**config.mk**
```make
export PLATFORM = sky130hd
export DESIGN_NAME = mem_port_arbiter
export DESIGN_NICKNAME = d
export VERILOG_FILES = /design/src/rtl/cpu_bus_pkg.sv /design/src/rtl/mem_resp_pipe.sv /design/src/rtl/mem_port_arbiter.sv
export SDC_FILE = /design/constraint.sdc
export NUM_CORES = 1
export LEC_CHECK = 0
export CELL_PAD_IN_SITES_DETAIL_PLACEMENT = 0
export CELL_PAD_IN_SITES_GLOBAL_PLACEMENT = 1
export CORE_AREA = 4 4 124 126
export DETAILED_ROUTE_END_ITERATION = 6
export DIE_AREA = 0 0 128 130
export GPL_ROUTABILITY_DRIVEN = 0
export GPL_TIMING_DRIVEN = 0
export HOLD_SLACK_MARGIN = 0.15
export MAX_ROUTING_LAYER = met4
export PLACE_DENSITY = 0.84
export SLEW_MARGIN = 20
export SYNTH_ARGS = -nofsm -noshare
export SYNTH_HDL_FRONTEND = slang
export SYNTH_SLANG_ARGS = --single-unit
```
**constraint.sdc**
```tcl
create_clock -name clk -period 1.2 [get_ports clk]
set_clock_uncertainty 0.2 [all_clocks]
set_input_delay 0.12 -clock clk [delete_from_list [all_inputs] [get_ports clk]]
set_output_delay 0.12 -clock clk [all_outputs]
set_load 0.02 [all_outputs]
```
**src/rtl/cpu_bus_pkg.sv**
```systemverilog
// Shared types for the CPU memory-port arbiter: response owner, latency tag, bus widths.
package cpu_bus_pkg;

    localparam int BUS_ADDR_W = 32;
    localparam int BUS_DATA_W = 32;
    localparam int BE_W       = BUS_DATA_W / 8;

    typedef enum logic {
        OWN_IF = 1'b0,
        OWN_D  = 1'b1
    } owner_e;

    typedef struct packed {
        logic   valid;
        owner_e owner;
        logic   kill;
    } resp_tag_t;

    // A redirect poisons every in-flight fetch; data entries are never killed.
    function automatic resp_tag_t flush_kill(input resp_tag_t t, input logic flush);
        resp_tag_t r;
        r = t;
        if (flush && t.valid && t.owner == OWN_IF) r.kill = 1'b1;
        return r;
    endfunction

endpackage

```
**src/rtl/mem_resp_pipe.sv**
```systemverilog
// MEM_LAT-deep tag shift register tracking in-flight reads; the head entry lines up with mem_rdata.
module mem_resp_pipe
    import cpu_bus_pkg::*;
#(
    parameter int MEM_LAT = 2
) (
    input  logic   clk,
    input  logic   rst,
    input  logic   push_valid,
    input  owner_e push_owner,
    input  logic   flush,
    output logic   resp_valid,
    output owner_e resp_owner
);

    resp_tag_t stage [MEM_LAT];
    resp_tag_t head;

    always_ff @(posedge clk) begin
        if (rst) begin
            for (int i = 0; i < MEM_LAT; i++) stage[i] <= '0;
        end else begin
            stage[0] <= '{valid: push_valid, owner: push_owner, kill: 1'b0};
            for (int i = 1; i < MEM_LAT; i++) stage[i] <= flush_kill(stage[i-1], flush);
        end
    end

    // The exiting entry also sees a same-cycle flush.
    assign head       = flush_kill(stage[MEM_LAT-1], flush);
    assign resp_valid = head.valid && !head.kill;
    assign resp_owner = head.owner;

endmodule

```
**src/rtl/mem_port_arbiter.sv**
```systemverilog
// Shares one fixed-latency memory port between IF and MEM stages; returns read data to its issuer.
// Define ARB_RR_EN for round-robin on conflicts; otherwise D has fixed priority over IF.
module mem_port_arbiter
    import cpu_bus_pkg::*;
#(
    parameter int ADDR_W  = BUS_ADDR_W,
    parameter int DATA_W  = BUS_DATA_W,
    parameter int MEM_LAT = 2
) (
    input  logic                clk,
    input  logic                rst,
    input  logic                if_req,
    input  logic [ADDR_W-1:0]   if_addr,
    input  logic                if_flush,
    output logic                if_gnt,
    output logic                if_rvalid,
    output logic [DATA_W-1:0]   if_rdata,
    input  logic                d_req,
    input  logic                d_we,
    input  logic [DATA_W/8-1:0] d_be,
    input  logic [ADDR_W-1:0]   d_addr,
    input  logic [DATA_W-1:0]   d_wdata,
    output logic                d_gnt,
    output logic                d_rvalid,
    output logic [DATA_W-1:0]   d_rdata,
    output logic                mem_req,
    output logic                mem_we,
    output logic [DATA_W/8-1:0] mem_be,
    output logic [ADDR_W-1:0]   mem_addr,
    output logic [DATA_W-1:0]   mem_wdata,
    input  logic                mem_ready,
    input  logic [DATA_W-1:0]   mem_rdata
);

    logic   if_act;
    logic   can_grant;
    logic   d_win;
    logic   resp_valid;
    owner_e resp_owner;

    assign if_act    = if_req && !if_flush;
    assign can_grant = mem_ready && !rst;

`ifdef ARB_RR_EN
    logic rr_fav_d;

    // The favoured requester wins a conflict, so every conflict grant flips the pointer.
    always_ff @(posedge clk) begin
        if (rst)                                rr_fav_d <= 1'b0;
        else if (can_grant && d_req && if_act)  rr_fav_d <= !rr_fav_d;
    end

    assign d_win = d_req && (!if_act || rr_fav_d);
`else
    assign d_win = d_req;
`endif

    always_comb begin
        d_gnt     = can_grant && d_win;
        if_gnt    = can_grant && if_act && !d_win;
        mem_req   = if_gnt || d_gnt;
        mem_we    = d_gnt && d_we;
        mem_be    = mem_we ? d_be : {(DATA_W/8){1'b1}};
        mem_addr  = d_gnt ? d_addr : if_addr;
        mem_wdata = d_wdata;
    end

    mem_resp_pipe #(.MEM_LAT(MEM_LAT)) u_resp_pipe (
        .clk        (clk),
        .rst        (rst),
        .push_valid (if_gnt || (d_gnt && !d_we)),
        .push_owner (d_gnt ? OWN_D : OWN_IF),
        .flush      (if_flush),
        .resp_valid (resp_valid),
        .resp_owner (resp_owner)
    );

    assign if_rvalid = !rst && resp_valid && resp_owner == OWN_IF;
    assign d_rvalid  = !rst && resp_valid && resp_owner == OWN_D;
    assign if_rdata  = mem_rdata;
    assign d_rdata   = mem_rdata;

endmodule

```
=== Word level (Yosys, flattened, before mapping) ===
Memories as Yosys holds them, arrays and structs flattened.
Cells that the tools add are included.

* Memory bits (writable): 6
* Bits of input ports: 139
* Register bits after elaboration: 0
* Word-level logic and storage cells: 38
* Memories: 1
* Output and inout port bits: 138

{| class="wikitable"
|+ Memory list
! memory !! words !! width !! rd ports !! clocked after memory_dff !! wr ports !! RTL line !! RTL
|-
| u_resp_pipe.stage || 2 || 3 || 2 || 0 || 2 || mem_resp_pipe.sv:16 || <nowiki>resp_tag_t stage [MEM_LAT];</nowiki>
|}

* Bitwise operators: 4
* Reduce and logical (&&, ||, !) cells: 22
* Muxes and demuxes: 11

{| class="wikitable"
|+ Operators by type and width
! operator !! number
|-
| $mux W32 || 1
|-
| $logic_and A1 B1 Y1 || 15
|-
| $mux W1 || 7
|-
| $mux W3 || 2
|-
| $logic_not A1 Y1 || 5
|-
| $mux W4 || 1
|-
| $logic_or A1 B1 Y1 || 2
|-
| $not A1 Y1 || 2
|-
| $or A1 B1 Y1 || 2
|}

=== Logic depth before layout (Yosys ltp) ===
Gate-level depths: netlist (run 1).

* Depth in word-level cells: 7
* Depth in mapped cells: 4

=== By module ===
A second synthesis (run 1) with hierarchy kept.

* Cell total of the unflattened synthesis: 161
* Area total of the unflattened synthesis: 1503.9 µm²

{| class="wikitable"
|+ Modules (own cells, without submodules)
! module !! area an instance (µm²) !! instances !! seq. area each (µm²) !! cells an instance
|-
| mem_port_arbiter || 1346.3 || 1 || 0.0 || 149
|-
| mem_resp_pipe || 157.7 || 1 || 100.1 || 12
|}

=== Least setup slack after synthesis (run 1) ===
OpenSTA, ideal clock, no wires.

* Path kind: flip-flop to output port
* From: mem u_resp_pipe.stage[0][3] in the netlist's numbering
* To: out if_rvalid
* Slack: -0.163 ns
* Data arrival time: 1.043 ns
* Cell stages (with the launch flop): 3
* Cells stage by stage: dfxtp_1 -> nand2b_1 -> nor4_1

{| class="wikitable"
|+ RTL lines
! element !! RTL line !! RTL
|-
| from (decl) || mem_resp_pipe.sv:16 ||
|-
| to (decl) || mem_port_arbiter.sv:16 || <nowiki>output logic if_rvalid,</nowiki>
|}

=== Worst setup path after layout (run 1) ===
* From: in rst
* To: out mem_addr[21]

* Longest elaborated chain between the ends: 4

{| class="wikitable"
|+ RTL lines
! element !! RTL line !! RTL
|-
| from (decl) || mem_port_arbiter.sv:11 || <nowiki>input logic rst,</nowiki>
|-
| $logic_not A1 Y1 || mem_port_arbiter.sv:42 || <nowiki>assign can_grant = mem_ready && !rst;</nowiki>
|-
| $logic_and A1 B1 Y1 || mem_port_arbiter.sv:42 ||
|-
| $logic_and A1 B1 Y1 || mem_port_arbiter.sv:59 || <nowiki>d_gnt = can_grant && d_win;</nowiki>
|-
| $mux W32 || mem_port_arbiter.sv:64 || <nowiki>mem_addr = d_gnt ? d_addr : if_addr;</nowiki>
|-
| to (decl) || mem_port_arbiter.sv:29 || <nowiki>output logic [ADDR_W-1:0] mem_addr,</nowiki>
|}

Every way passes these cells.

==> impl_metrics.toml, run 1 <==
[worst_setup_path]
reg2reg_setup_slack_ns = 0.29
max_stage_delay_ns = 0.30
critical_path_arrival_ns = 1.24
r2r-start = "u_resp_pipe.stage[0][2]"
cp_num_buf_inv = 4
cp-end-kind = "output port"
slowest_stage = "mux2_4"
crit_fanout = 6
worstPathRequired_ns = 0.88
rr_worst_depth = 2
path_class = "input port to output port"
start_kind = "input port"
worst_r2r_endpoint = "u_resp_pipe.stage[0][3]"
cp_cell_sequence = "buf_8 > and3b_2 > buf_12 > buf_16 > mux2_4 > buf_6"
path_delay_family = "buffers and inverters"

[final_layout]
drive_gt1_frac = 0.522
top_register = "u_resp_pipe.stage"
fill_cells = 1499
finalNonFillerCells = 573
reg_top3 = "u_resp_pipe.stage: 5 flops"
ff_latch_area_um2 = 101
multi_input_area_um2 = 621
largest_reg_flops = 5
diodes = 0
area_growth_syn_to_layout_pct = 188
nets = 529

[synth]
syn-num-nets = 297
synth_flop_cell = "dfxtp_1"
synth-seq-cells = 5
synthArstFlopShare = 0
synth_top_area_share = 0.510
yosysMostFrequentCell = "buf_4"
synth_top_area_cell = "buf_4"
postSynthAreaPerCell_um2 = 8.95
synth.distinct_cells = 18
netlist_area_um2 = 1410
synth_area_leaders = "buf_4 51%, mux2_4 15%, mux2_2 14%, dfxtp_1 7.1%, buf_6 2.4%"
syn_inst = 158
synth_edf_count = 0
seq_area_frac_synth = 0.0708
synth_commonest_cells = "96 x buf_4, 18 x mux2_2, 14 x mux2_4"
synth_warnings = 0

[floorplanning]
io_pins = 277
dieArea_um2 = 16600
core-area_um2 = 14300
die_x_um = 128
die-height_um = 130
placementRows = 44
start_util = 0.0988

[status]
failed_checks = "negative hold slack, negative setup slack"
status = "complete, but fails checks"

[power]
power_density_nw_per_um2 = 559
vdd_drop_max_uv = 292
leakage_nw = 1.82

[job]
cap_violations = 0

[worst_hold_path]
holdCritStartpoint = "mem_ready"
hold_path_depth = 3
holdPathEnd = "u_resp_pipe.stage[0][2]"
hold_path_class = "input port to flip-flop"

[clock_tree]
cts_tree = "yes"
path_clk_slew_ns = 0.03
clock_latency_ns = 0.22
clock_tree.root_cell = "clkbuf_16"
ctsHoldBuffers = 3
cts_sinks = 5
cts_max_level = 1
clockBufferDepth = 2
cts_made_buffers = 3

[global_route]
grt_max_degree = 11
grt_util_met3 = 0.0221
grt_antenna_before_repair = 0
grt_usage = 0.0737
grt_use_met1 = 0.0705
globalRouteMet2Util = 0.148
grt_pass1_vias = 1977
overflow = 0
top_usage_layer = "met2"
grt_pass1_wl_um = 9490

[sta]
holdWs_ns = -0.0160
max-slew-margin-rel = 0.845
worstMarginPinSlew_ns = 0.231
rsz0062_at_grt = "true"
finalCritPeriodShare = 1.30
maxSlewViolCount = 0
setup_slack_ns = -0.356
setup_viol = 41
fmax_mhz = 643
hold_viol_final = 1
finalCriticalPeriod_ns = 1.56

[route]
drtIter0Drc = 7
ant_nets = 0
vias = 1861
wl_per_cell_um = 12.5
viasPerCell = 3.25
drc_errors = 0
wirelength_um = 7150
drtPass1Iterations = 2

[place]
hpwl_um = 6250
dp_slack_ns = -1.43
io_buffer_count = 212
dp_cells = 554
==> cells in the final DEF (no fill, tap or decap), types with 2 or more instances in the layout <==
cell and instances:
and3b_1 2, buf_2 11, clkbuf_16 3, clkdlybuf4s50_1 165, buf_4 109, nand2b_4 2
buf_6 32, mux2_2 13, mux2_4 19, dlymetal6s4s_1 2, buf_8 3, nand3b_1 4
dfxtp_1 4, nand2b_1 2, buf_12 2
==> worst register-to-register path: cells and delay by family, from the launching register on <==
kind,cells,cell delay (ns)
flops,1,0.29
simple gates,2,0.32
==> worst max-delay path by stage <==
stage,from,end,slack [ns],cells after the start
2_1_floorplan,rst,mem_addr[17],-0.11,4
3_3_place_gp,rst,mem_addr[24],-1.43,6
3_5_place_dp,rst,mem_addr[24],-1.43,6
4_1_cts,rst,mem_addr[24],-0.43,7
5_1_grt,rst,mem_addr[30],-0.40,6
6_report,rst,mem_addr[21],-0.36,6
==> stage by stage <==
stage	util	setup TNS (ns)	cell area [µm²]	total power, mW
after global placement	0.264	-52.47	3780	1.68
after detailed placement	0.264	-52.78	3780	1.69
after global routing	0.285	-13.86	4080	2.38
final	0.285	-11.94	4080	2.28
after floorplan	-	-2.23	1430	0.907
after CTS	0.283	-14.45	4050	2.29
==> logic make-up after synthesis <==
logic type / synth area share
AOI/OAI and AO/OA: 0.00708
buffers and inverters: 0.540
DFF: 0.0708
muxes: 0.292
and+or+nand+nor: 0.0903
==> final cells by class <==
| class | instances | area share |
|---|---|---|
| repair buffers | 229 | 0.561 |
| plain buffers | 98 | 0.185 |
| multi-input cells | 52 | 0.152 |
| well taps | 184 | 0.0565 |
| flip-flops and latches | 5 | 0.0249 |
| clock buffers | 4 | 0.0193 |
| inverters | 1 | 0.000921 |
==> per-layer routing <==
metal  share of wire  wire (µm)
met5               0          0
met4          0.0048         34
met1            0.29       2080
met3            0.14       1010
met2            0.56       4030
==> where the power goes <==
part           total (mW)  internal (mW)  switching [mW]  leakage [nW]
Clock               0.537          0.439          0.0979        0.0382
Combinational        1.57          0.964           0.602          1.74
Sequential          0.175          0.172         0.00250        0.0412
==> repair_timing <==
item	CTS	global route
setup endpoints to repair	43	44
pin swaps	3	2
gates resized for setup	271	19
buffers inserted	8	5
hold endpoints to repair	5	1
cloned	2	0
(Power assumes the default switching activity.)
==> run 2: changes to the inputs <==
Settings changed: CORE_AREA 4 4 124 126 to 4 4 114 116, DIE_AREA 0 0 128 130 to 0 0 118 120, PLACE_DENSITY 0.84 to 0.93.
Clock period 1.2 ns to 1.9 ns, I/O delays scaled along.
==> run 2 against run 1 <==
Net effect:
- the flow now finishes without violations
- critical path depth did not move
- clock power fell by 35%
- sequential share of layout area rose by 0.091 points
- sequential power fell by 38%
- register-to-register slack improved by 0.71 ns
- non-clock buffer count fell by 5
- power fell by 39%
- cell count fell by 7.3%
- sequential cell count did not move
- global-route usage rose by 1.5 points
- critical path type unchanged
- die area fell by 15%
- routed wire length fell by 5.5%
- largest power group unchanged
==> impl_metrics.toml, run 2 (same netlist as run 1, synthesis figures left out) <==
[status]
status = "finished, final reports clean"

[place]
io_buffer_count = 212
placed_cell_area_um2 = 3720
dp_slack_ns = -0.750
hpwl_um = 5900

[clock_tree]
cts_made_buffers = 3
cts_tree = "yes"
clock_tree.root_cell = "clkbuf_16"
clockBufferDepth = 2
cts_max_level = 1
cts_sinks = 5
path_clk_slew_ns = 0.03
clock_latency_ns = 0.23

[final_layout]
top_register = "u_resp_pipe.stage"
reg_top3 = "u_resp_pipe.stage: 5 flops"
final_cell_mix = "166 x clkdlybuf4s50_1, 98 x buf_4, 17 x mux2_2, 15 x mux2_4, 15 x buf_2"
area_growth_syn_to_layout_pct = 175
final_util = 0.326
diodes = 0
drive_gt1_frac = 0.443
final_common_cell = "clkdlybuf4s50_1"
ff_latch_area_um2 = 100
largest_reg_flops = 5
nets = 524
multi_input_area_um2 = 559
fill_cells = 1217
final_cell_area_um2 = 3880

[worst_hold_path]
hold_path_class = "flip-flop to flip-flop"
hold_path_depth = 1
holdCritStartpoint = "u_resp_pipe.stage[0][2]"

[floorplanning]
io_pins = 277
die-height_um = 120
placementRows = 40
core-area_um2 = 11900
dieArea_um2 = 14200
die_x_um = 118
start_util = 0.119

[sta]
hold_viol_final = 0
finalCriticalPeriod_ns = 1.87
worstMarginPinSlew_ns = 0.351
setup_slack_ns = 0.0289
fmax_mhz = 534
rsz0062_at_grt = "true"
finalCritPeriodShare = 0.985
maxSlewViolCount = 0
setup_viol = 0
holdWs_ns = 0.257
max-slew-margin-rel = 0.764

[route]
viasPerCell = 3.42
wl_per_cell_um = 12.7
drc_errors = 0
vias = 1818
ant_nets = 0
wirelength_um = 6760
drtPass1Iterations = 3
drtIter0Drc = 7

[global_route]
grt_usage = 0.0885
grt_max_degree = 11
grt_pass1_vias = 2023
grt_antenna_before_repair = 0
grt_pass1_wl_um = 9960
overflow = 0

[worst_setup_path]
critical_path_arrival_ns = 1.48
crit_path_start = "rst"
start_kind = "input port"
r2r-start = "u_resp_pipe.stage[0][2]"
worstPathRequired_ns = 1.51
rr_worst_depth = 2
path_class = "input port to output port"
crit_fanout = 5
cp-end-kind = "output port"

[job]
cap_violations = 0

[power]
power.total_mw = 1.40
power_density_nw_per_um2 = 359
vdd_drop_max_uv = 445
leakage_nw = 1.74
## run 2: worst paths after layout
| check | to | slack (ns) |
|---|---|---|
| max | mem_addr[5] | 0.03 |
| min | u_resp_pipe.stage[0][5] | 0.26 |
| max reg2reg | u_resp_pipe.stage[0][3] | 1.00 |
| min reg2reg | u_resp_pipe.stage[0][5] | 0.26 |
## run 2: area by class of cell
type,count,area share
tap,147,0.0473
buffer,100,0.201
timing repair buffer,222,0.560
multi-input combinational,52,0.144
clock buffer,4,0.0203
inverter,1,0.000966
sequential,5,0.0258
## run 2: worst max-delay path: stages
cell	delay (ns)
buf_2	0.12
and3b_2	0.33
buf_6	0.12
bufbuf_16	0.24
mux2_2	0.33
buf_6	0.13
## run 2: metrics by stage
step           TNS [ns]  cells
6_report              0    531
5_1_grt         -0.0132    531
4_1_cts               0    530
3_5_place_dp     -25.49    517
3_3_place_gp     -25.29    517
2_1_floorplan         0    158
## run 2: metal layers
layer,part of all wire,up-vias,track usage,wire length (µm)
li1,-,870,-,-
met1,0.30,791,0.0750,2050
met2,0.58,149,0.184,3920
met3,0.10,8,0.0264,680
met4,0.015,0,0.0242,104
met5,0,-,-,0
## run 2: repair_timing
action / CTS / global route
endpoints found under the hold margin: 4 / 1
resized for setup: 148 / 4
setup buffers: 1 / 0
gates cloned: 3 / 0
endpoints found under the setup margin: 42 / 17
hold buffers: 5 / 1
pin swaps: 1 / 0
## run 2: power by group
| part | switching (mW) | internal (mW) |
|---|---|---|
| sequential | 0.000800 | 0.109 |
| clock | 0.0711 | 0.278 |
| combinational | 0.364 | 0.574 |
==> run 3: changes to the inputs <==
Settings changed: CORE_AREA 4 4 114 116 to 4 4 103 129, DIE_AREA 0 0 118 120 to 0 0 107 133.
==> run 3 against run 2 <==
Net effect:
- sequential power hardly changed
- routed wire length is 17% higher
- worst hold slack worse by 0.12 ns
- highest routed layer unchanged
- sequential cell count did not move
- power rose by 1.5%
- non-clock buffer count is 1 lower
==> impl_metrics.toml, run 3 (same netlist as run 1, synthesis figures left out) <==
[clock_tree]
clock_latency_ns = 0.23
clock_tree.root_cell = "clkbuf_16"
path_clk_slew_ns = 0.03
cts_sinks = 5
clockBufferDepth = 2
cts_max_level = 1
cts_made_buffers = 3
cts_tree = "yes"

[final_layout]
diodes = 0
final_common_cell = "clkdlybuf4s50_1"
final_cell_area_um2 = 3910
reg_top3 = "u_resp_pipe.stage: 5 flops"
final_cell_mix = "166 x clkdlybuf4s50_1, 98 x buf_4, 18 x buf_2, 17 x mux2_4, 15 x mux2_2"
final_util = 0.325
drive_gt1_frac = 0.465
nets = 523
area_growth_syn_to_layout_pct = 177
top_register = "u_resp_pipe.stage"
largest_reg_flops = 5

[sta]
fmax_mhz = 546
tns_ns = 0
finalCritPeriodShare = 0.964
rsz0062_at_grt = "false"
max-slew-margin-rel = 0.813
setup_viol = 0
hold_viol_final = 0
worstMarginPinSlew_ns = 0.280
maxSlewViolCount = 0
setup_slack_ns = 0.0676
finalCriticalPeriod_ns = 1.83

[global_route]
grt_max_degree = 11
overflow = 0
grt_pass1_wl_um = 10900
grt_usage = 0.100
grt_pass1_vias = 2092
grt_antenna_before_repair = 0

[worst_setup_path]
crit_fanout = 5
start_kind = "input port"
path_class = "input port to output port"
cp-end-kind = "output port"
critical_path_arrival_ns = 1.44
rr_worst_depth = 2
worstPathRequired_ns = 1.51

[floorplanning]
start_util = 0.117
placementRows = 45
dieArea_um2 = 14200
io_pins = 277
die_x_um = 107
core-area_um2 = 12000
die-height_um = 133

[power]
leakage_nw = 1.74
power_density_nw_per_um2 = 362
vdd_drop_max_uv = 528

[place]
io_buffer_count = 212
dp_slack_ns = -0.820
placed_cell_area_um2 = 3740
hpwl_um = 7170

[status]
status = "finished, final reports clean"

[route]
wirelength_um = 7880
viasPerCell = 3.39
drtIter0Drc = 14
ant_nets = 0
drtPass1Iterations = 4
drc_errors = 0
wl_per_cell_um = 14.4
vias = 1852

[worst_hold_path]
hold_path_class = "input port to flip-flop"
hold_path_depth = 3

[job]
cap_violations = 0
run 3: cell type report:
type                            count  area [µm²]
Fill cell                        1295        8140
Timing Repair Buffer              221        2180
Buffer                            100         786
Multi-Input combinational cell     52         563
Tap cell                          164         205
Sequential cell                     5         100
Clock buffer                        4        78.8
Inverter                            1        3.75
run 3: final timing paths:
check	from	end	slack (ns)
setup / recovery	rst	mem_addr[8]	0.07
hold / removal	d_req	u_resp_pipe.stage[0][2]	0.14
setup reg to reg	u_resp_pipe.stage[0][2]	u_resp_pipe.stage[0][3]	1.00
hold reg to reg	u_resp_pipe.stage[0][2]	u_resp_pipe.stage[0][5]	0.25
run 3: per-layer routing:
metal | vias up | global-route usage | share of wire
met3 | 4 | 0.0591 | 0.18
met4 | 0 | 0.0149 | 0.0056
met1 | 813 | 0.0803 | 0.28
li1 | 868 | - | -
met2 | 167 | 0.196 | 0.54
met5 | - | - | 0
run 3: critical path, cell delays in order:
cell	delay, ns
buf_2	0.13
and3b_2	0.28
buf_6	0.12
bufbuf_16	0.25
mux2_2	0.34
buf_6	0.14
run 3: timing repair:
item | 4_1_cts | 5_1_grt
hold endpoints to repair | 3 | 2
hold buffers | 2 | 3
buffers inserted | 2 | 0
gates cloned | 2 | 0
endpoints found under the setup margin | 42 | 29
pin swaps | 1 | 1
resized for setup | 191 | 7
run 3: through the flow:
stage | total power, mW | std cells | hold WS (ns)
after floorplan | 0.572 | 158 | 0.0616
after global placement | 1.06 | 534 | 0.237
after detailed placement | 1.07 | 534 | 0.247
after CTS | 1.42 | 544 | 0.151
after global routing | 1.48 | 547 | 0.144
final | 1.42 | 547 | 0.137
run 3: power by group:
group	internal, mW	switching [mW]	total, mW
sequential	0.109	0.000994	0.110
clock	0.278	0.0708	0.349
combinational	0.584	0.375	0.959
total	0.971	0.446	1.42
